### src/rtl/debounce_pkg.sv
`default_nettype none
// ----------------------------------------------------------------------------
// Module   : debounce_pkg
// Purpose  : Shared state encoding and default parameters for button_debouncer.
// Revision : 1.0 - initial release
// ----------------------------------------------------------------------------
package debounce_pkg;

    typedef enum logic [1:0] {
        S_LOW       = 2'd0,
        S_WAIT_HIGH = 2'd1,
        S_HIGH      = 2'd2,
        S_WAIT_LOW  = 2'd3
    } db_state_t;

    localparam int DEFAULT_SYNC_STAGES     = 2;
    localparam int DEFAULT_DEBOUNCE_CYCLES = 4;

endpackage
`default_nettype wire

### src/rtl/sync_chain.sv
`default_nettype none
// ----------------------------------------------------------------------------
// Module   : sync_chain
// Purpose  : Multi-flop synchronizer for an asynchronous single-bit input.
// Revision : 1.0 - initial release
// ----------------------------------------------------------------------------
module sync_chain #(
    parameter int SYNC_STAGES = 2
) (
    input  logic clk,
    input  logic reset,
    input  logic d,
    output logic q
);

    logic [SYNC_STAGES-1:0] r_sync;

    always_ff @(posedge clk or negedge reset) begin
        if (!reset) begin
            r_sync <= '0;
        end else begin
            r_sync <= {r_sync[SYNC_STAGES-2:0], d};
        end
    end

    assign q = r_sync[SYNC_STAGES-1];

endmodule
`default_nettype wire

### src/rtl/button_debouncer.sv
`default_nettype none
// ----------------------------------------------------------------------------
// Module   : button_debouncer
// Purpose  : Synchronizes and debounces a raw button into a level plus edge
//            pulses. Optional toggle output enabled by DEBOUNCE_TOGGLE_EN.
// Revision : 1.0 - initial release
// ----------------------------------------------------------------------------
module button_debouncer
    import debounce_pkg::*;
#(
    parameter  int SYNC_STAGES     = DEFAULT_SYNC_STAGES,
    parameter  int DEBOUNCE_CYCLES = DEFAULT_DEBOUNCE_CYCLES,
    localparam int CNT_W           = $clog2(DEBOUNCE_CYCLES + 1)
) (
    input  logic clk,
    input  logic reset,
    input  logic btn_in,
    output logic db_level,
    output logic rise_pulse,
    output logic fall_pulse
`ifdef DEBOUNCE_TOGGLE_EN
    ,
    output logic toggle_q
`endif
);

    localparam logic [CNT_W-1:0] c_cnt_last = CNT_W'(DEBOUNCE_CYCLES - 1);

    logic             w_btn_sync;
    db_state_t        r_state;
    logic [CNT_W-1:0] r_cnt;
    logic             r_level;
    logic             r_rise;
    logic             r_fall;
`ifdef DEBOUNCE_TOGGLE_EN
    logic             r_toggle;
`endif

    sync_chain #(
        .SYNC_STAGES (SYNC_STAGES)
    ) u_sync (
        .clk   (clk),
        .reset (reset),
        .d     (btn_in),
        .q     (w_btn_sync)
    );

    always_ff @(posedge clk or negedge reset) begin
        if (!reset) begin
            r_state  <= S_LOW;
            r_cnt    <= '0;
            r_level  <= 1'b0;
            r_rise   <= 1'b0;
            r_fall   <= 1'b0;
`ifdef DEBOUNCE_TOGGLE_EN
            r_toggle <= 1'b0;
`endif
        end else begin
            r_rise <= 1'b0;
            r_fall <= 1'b0;
            case (r_state)
                S_LOW: begin
                    if (w_btn_sync) begin
                        r_state <= S_WAIT_HIGH;
                        r_cnt   <= '0;
                    end
                end
                S_WAIT_HIGH: begin
                    if (!w_btn_sync) begin
                        r_state <= S_LOW;
                        r_cnt   <= '0;
                    end else if (r_cnt == c_cnt_last) begin
                        r_state  <= S_HIGH;
                        r_cnt    <= '0;
                        r_level  <= 1'b1;
                        r_rise   <= 1'b1;
`ifdef DEBOUNCE_TOGGLE_EN
                        r_toggle <= ~r_toggle;
`endif
                    end else begin
                        r_cnt <= r_cnt + CNT_W'(1);
                    end
                end
                S_HIGH: begin
                    if (!w_btn_sync) begin
                        r_state <= S_WAIT_LOW;
                        r_cnt   <= '0;
                    end
                end
                S_WAIT_LOW: begin
                    // db_level stays high here until the low level is accepted
                    if (w_btn_sync) begin
                        r_state <= S_HIGH;
                        r_cnt   <= '0;
                    end else if (r_cnt == c_cnt_last) begin
                        r_state <= S_LOW;
                        r_cnt   <= '0;
                        r_level <= 1'b0;
                        r_fall  <= 1'b1;
                    end else begin
                        r_cnt <= r_cnt + CNT_W'(1);
                    end
                end
                default: begin
                    r_state <= S_LOW;
                    r_cnt   <= '0;
                end
            endcase
        end
    end

    assign db_level   = r_level;
    assign rise_pulse = r_rise;
    assign fall_pulse = r_fall;
`ifdef DEBOUNCE_TOGGLE_EN
    assign toggle_q   = r_toggle;
`endif

endmodule
`default_nettype wire

### config.mk
export PLATFORM = sky130hd
export DESIGN_NAME = button_debouncer
export DESIGN_NICKNAME = d
export VERILOG_FILES = /design/src/rtl/debounce_pkg.sv /design/src/rtl/sync_chain.sv /design/src/rtl/button_debouncer.sv
export SDC_FILE = /design/constraint.sdc
export NUM_CORES = 1
export LEC_CHECK = 0
export ABC_AREA = 0
export CAP_MARGIN = 10
export CORE_MARGIN = 3
export CORE_UTILIZATION = 30
export DETAILED_ROUTE_END_ITERATION = 16
export PLACE_DENSITY_LB_ADDON = 0.12
export SKIP_CTS_REPAIR_TIMING = 1
export SYNTH_ARGS = -nofsm -noshare
export SYNTH_HDL_FRONTEND = slang
export SYNTH_SLANG_ARGS = --single-unit
### constraint.sdc
create_clock -name clk -period 3.1 [get_ports clk]
set_input_delay 0.62 -clock clk [delete_from_list [all_inputs] [get_ports clk]]
set_output_delay 0.62 -clock clk [all_outputs]
set_load 0.01 [all_outputs]
; Yosys cells after proc, flatten, opt, wreduce, memory -nomap -nowiden
; Index checks and enable logic that the tools add are counted.
; W data, S select, Z words.
[totals]
out_inout_bits = 3
register_bits = 10
input_bits = 3
[op_classes]
n_reduce_logical = 5
n_addsub = 1
n_eq_ne = 12
n_mux = 23
[op_table]
columns = operator, count
row1 = $mux W3, 5
row2 = $mux W2, 6
row3 = $pmux W3 S4, 1
row4 = $mux W1, 9
row5 = $ne A2 B2 Y1 const B, 4
row6 = $pmux W2 S4, 1
row7 = $reduce_and A5 Y1, 1
row8 = $eq A2 B2 Y1 const B, 2
row9 = $ne A2 B1 Y1 const B, 2
row10 = $reduce_and A4 Y1, 1
row11 = $add A3 B1 Y3 const B, 1
row12 = $eq A3 B2 Y1 const B, 1
row13 = $ne A3 B2 Y1 const B, 1
row14 = $ne A3 B3 Y1 const B, 1
row15 = $eq A2 B1 Y1 const B, 1
row16 = $logic_not A2 Y1, 1
row17 = $pmux W1 S2, 1
row18 = $reduce_and A2 Y1, 1
row19 = $reduce_bool A2 Y1, 1

; Logic depth before layout (Yosys ltp)
[logic_depth]
ltp_word = 4
depth_mapped = 4
ltp_nobuf = 4

; Modules after synthesis
; A second synthesis with hierarchy kept.
[unflattened]
cells_unflattened = 35
area_unflattened_um2 = 396.6
[by_module_without_submodules]
columns = mod, seq_area_each_um2, n_inst, area_each_um2, cells_each
row1 = button_debouncer, 200.2, 1, 346.6, 33
row2 = sync_chain, 50.0, 1, 50.0, 2

; Worst setup path before layout
; OpenSTA, ideal clock, no wires.
[synth_path]
kind = register -> register
startpoint = register r_cnt[0]
endpoint = register r_level, in the netlist db_level
path_stages_with_launch = 5
setup_time_ns = 0.130
slack_ns = 2.022
n_path_buf = 0
t_arrival_ns = 0.948
path_cell_list = dfrtp_1 -> ha_1 -> and3b_1 -> a21oi_1 -> o21ai_0
[synth_via]
elab_chain_cells = 3
elab_cells_between_ends = 4
classes_between = eq/ne: 3 / reduce/logical: 1
[synth_lines]
columns = item, line_no
row1 = "start, declared", button_debouncer.sv:31  ; logic [CNT_W-1:0] r_cnt;
row2 = "start signal, assigned", button_debouncer.sv:81  ; r_cnt <= r_cnt + CNT_W'(1);
row3 = "start signal, assigned", button_debouncer.sv:101  ; r_cnt <= r_cnt + CNT_W'(1);
row4 = $eq A3 B2 Y1 *, "button_debouncer.sv:72, button_debouncer.sv:95"
row5 = $ne A2 B2 Y1 (no source line), --
row6 = $reduce_and A5 Y1 (no source line) *, --
row7 = "end signal, assigned", button_debouncer.sv:52  ; r_level <= 1'b0;
row8 = "end signal, assigned", button_debouncer.sv:75  ; r_level <= 1'b1;
row9 = "end signal, assigned", button_debouncer.sv:98  ; r_level <= 1'b0;
row10 = "end, declared", button_debouncer.sv:32  ; logic r_level;
; Mark *: on every way between the ends. The rest lies on a longest branch, timed or not.
; A chain may end at the register's enable or synchronous reset.

; Worst setup path after layout
[layout_path]
startpoint = register r_level, in the netlist db_level
endpoint = output db_level
[layout_rtl]
columns = item, line_no
row1 = "end, declared", button_debouncer.sv:18  ; output logic db_level,
; No word-level cell between the ends.

==> impl_metrics.csv <==
group,metric,value,unit
status,outcome,"finished clean",
power,power_density,689,nW/um2
power,ir_worst_vdd,0.228,mV
yosys,ys_warn_count,0,
finish,n_antenna_cell,0,
timing,relSlewSlack,72.0,%
grt,grt_pass1_wl,1050,um
die,dieHeight,42.4,um
timing,tightest_slew,0.419,ns
grt,grt_antenna_before_repair,0,
yosys,ys_seq_elements,10,
grt,grt_max_degree,11,
detailed_routing,routed_via_density,4.70,
detailed_routing,num_vias,268,
setup_path,cp-end-kind,"primary output",
die,dieWidth,42.4,um
setup_path,path_cells,"clkdlybuf4s50_1",
clocking,cts_max_level,1,
die,row_count,12,
die,ios,6,
timing,tns,0,ns
clocking,clockBufferDepth,2,
clocking,cts_tree,"built",
clocking,clock_sinks,10,
finish,area_growth,22.7,%
yosys,ys_seq_area_share,63.1,%
grt,grt_usage,8.66,%
detailed_routing,totalWireLength,607,um
placed_design,io_buffer_count,5,
timing,fin_crit_sh,58.0,%
setup_path,slowest_stage,"clkdlybuf4s50_1",
setup_path,path_delay_family,"buffers and inverters",
setup_path,worstPathRequired,2.48,ns
grt,gr-total-overflow,0,
yosys,synth_nets,39,
setup_path,worstSetupPathType,"reg -> out",
detailed_routing,routedWlPerCell,10.6,um
power,p_leak,0.223,nW
finish,nets,49,
yosys,avgSynthCellArea,11.3,um2
placed_design,globalplace.congestion,0.736,
detailed_routing,ant_nets,0,
detailed_routing,drcViolationCount,0,
timing,period_minus_slack,1.80,ns
yosys,syn_inst,35,
setup_path,cp_slowest_stage_delay,0.55,ns
setup_path,arrival,1.18,ns
timing,fin_worst_skew,0.00208,ns
setup_path,crit_buf_inv,1,
clocking,path_clk_slew,0.06,ns
run,cap_violations,0,
timing,max_freq,557,MHz
yosys,synth_cell_types,17,
timing,rsz0062_at_grt,"no",
detailed_routing,firstDrtPassIters,4,
finish,layout-drive-gt1-share,6.98,%
clocking,cts_buffers,3,
power,p_total,0.000336,W
grt,grt_pass1_vias,233,
die,die-area,1790,um2
min_path,hold_class,"reg -> reg",
clocking,clock_latency,0.26,ns
yosys,netlist_area,397,um2
die,core_area,1170,um2
clocking,clock-root-buffer,"clkbuf_4",
die,start_util,33.9,%
timing,finalMaxSlewViolations,0,
setup_path,crit_path_start_kind,"register",
detailed_routing,dr.first_iter.drc_count,5,
setup_path,crit_fanout,3,
timing,hold_violations,0,
timing,setup_viol,0,
==> synth_stat cells, drive strengths merged <==
master,instances,share of area [%]
a21oi,1,1.3
and3,1,1.6
and3b,1,2.2
dfrtp,10,63
ha,1,3.2
inv,1,0.95
nand2,5,4.7
nand2b,1,1.6
nand3b,2,3.8
nor2,3,2.8
nor3b,1,1.9
o21a,1,1.9
o21ai,4,5.0
o22ai,1,1.6
xnor2,1,2.2
xor2,1,2.2
==> sequential cells by signal, summed over array words and instances (netlist names), named ones only <==
signal	flops
db_level	1
fall_pulse	1
r_cnt	3
rise_pulse	1
u_sync.r_sync	2
r_state	1
==> kinds of logic after synthesis <==
| logic type | share of synthesized area [%] |
|---|---|
| buf+inv | 0.945 |
| fa+ha+maj | 3.15 |
| xor+xnor | 4.42 |
| simple gates | 18.6 |
| flops | 63.1 |
| compound gates | 9.78 |
==> per-stage QoR <==
stage,instance area [um2],hold WS [ns],instances,setup slack [ns],util [%]
floorplan,397,0.324,35,2.02,-
global placement,464,0.340,54,1.61,39.6
detailed placement,464,0.348,54,1.58,39.6
CTS,487,0.361,57,1.30,41.6
global route,487,0.391,57,1.26,41.6
finish,487,0.362,57,1.30,41.6
==> layout by cell type, fill, tap and decap left out, drive strengths merged <==
cell type,instances
ha,1
nand3b,2
nor3b,1
dfrtp,10
xor2,1
o21ai,4
a21oi,1
inv,1
o21a,1
nand2b,1
nor2,3
nand2,5
and3,1
and3b,1
clkbuf,3
clkdlybuf4s50,5
xnor2,1
o22ai,1
==> path summary, 6_finish.rpt <==
path,from,to,slack [ns],cells past startpoint
min,u_sync.r_sync[0],u_sync.r_sync[1],0.36,0
max reg2reg,r_cnt[0],db_level,1.91,4
min in group asynchronous,reset,rise_pulse,0.65,1
max in group asynchronous,reset,u_sync.r_sync[0],2.15,1
min reg2reg,u_sync.r_sync[0],u_sync.r_sync[1],0.36,0
max,db_level,db_level,1.30,1
==> area by class of cell <==
class,count,area [um2]
flip-flops and latches,10,250
fillers,111,684
clock buffers,3,22.5
inverters,1,3.75
multi-input cells,24,143
repair buffers,5,50.0
well taps,14,17.5
==> routing by layer <==
layer | global-route usage, % | wire length (um)
met1 | 10.3 | 267
met2 | 10.3 | 264
met3 | 4.29 | 51
met4 | 9.32 | 24
met5 | 0 | 0
==> power breakdown <==
part           internal [W]  switching [W]  total [W]  leakage (nW)
sequential         0.000153      0.0000259   0.000179         0.125
clock             0.0000448      0.0000426  0.0000874        0.0138
combinational     0.0000352      0.0000337  0.0000689        0.0839
total              0.000233       0.000102   0.000336         0.223
Note: power is estimated with default switching activity, not from simulation.
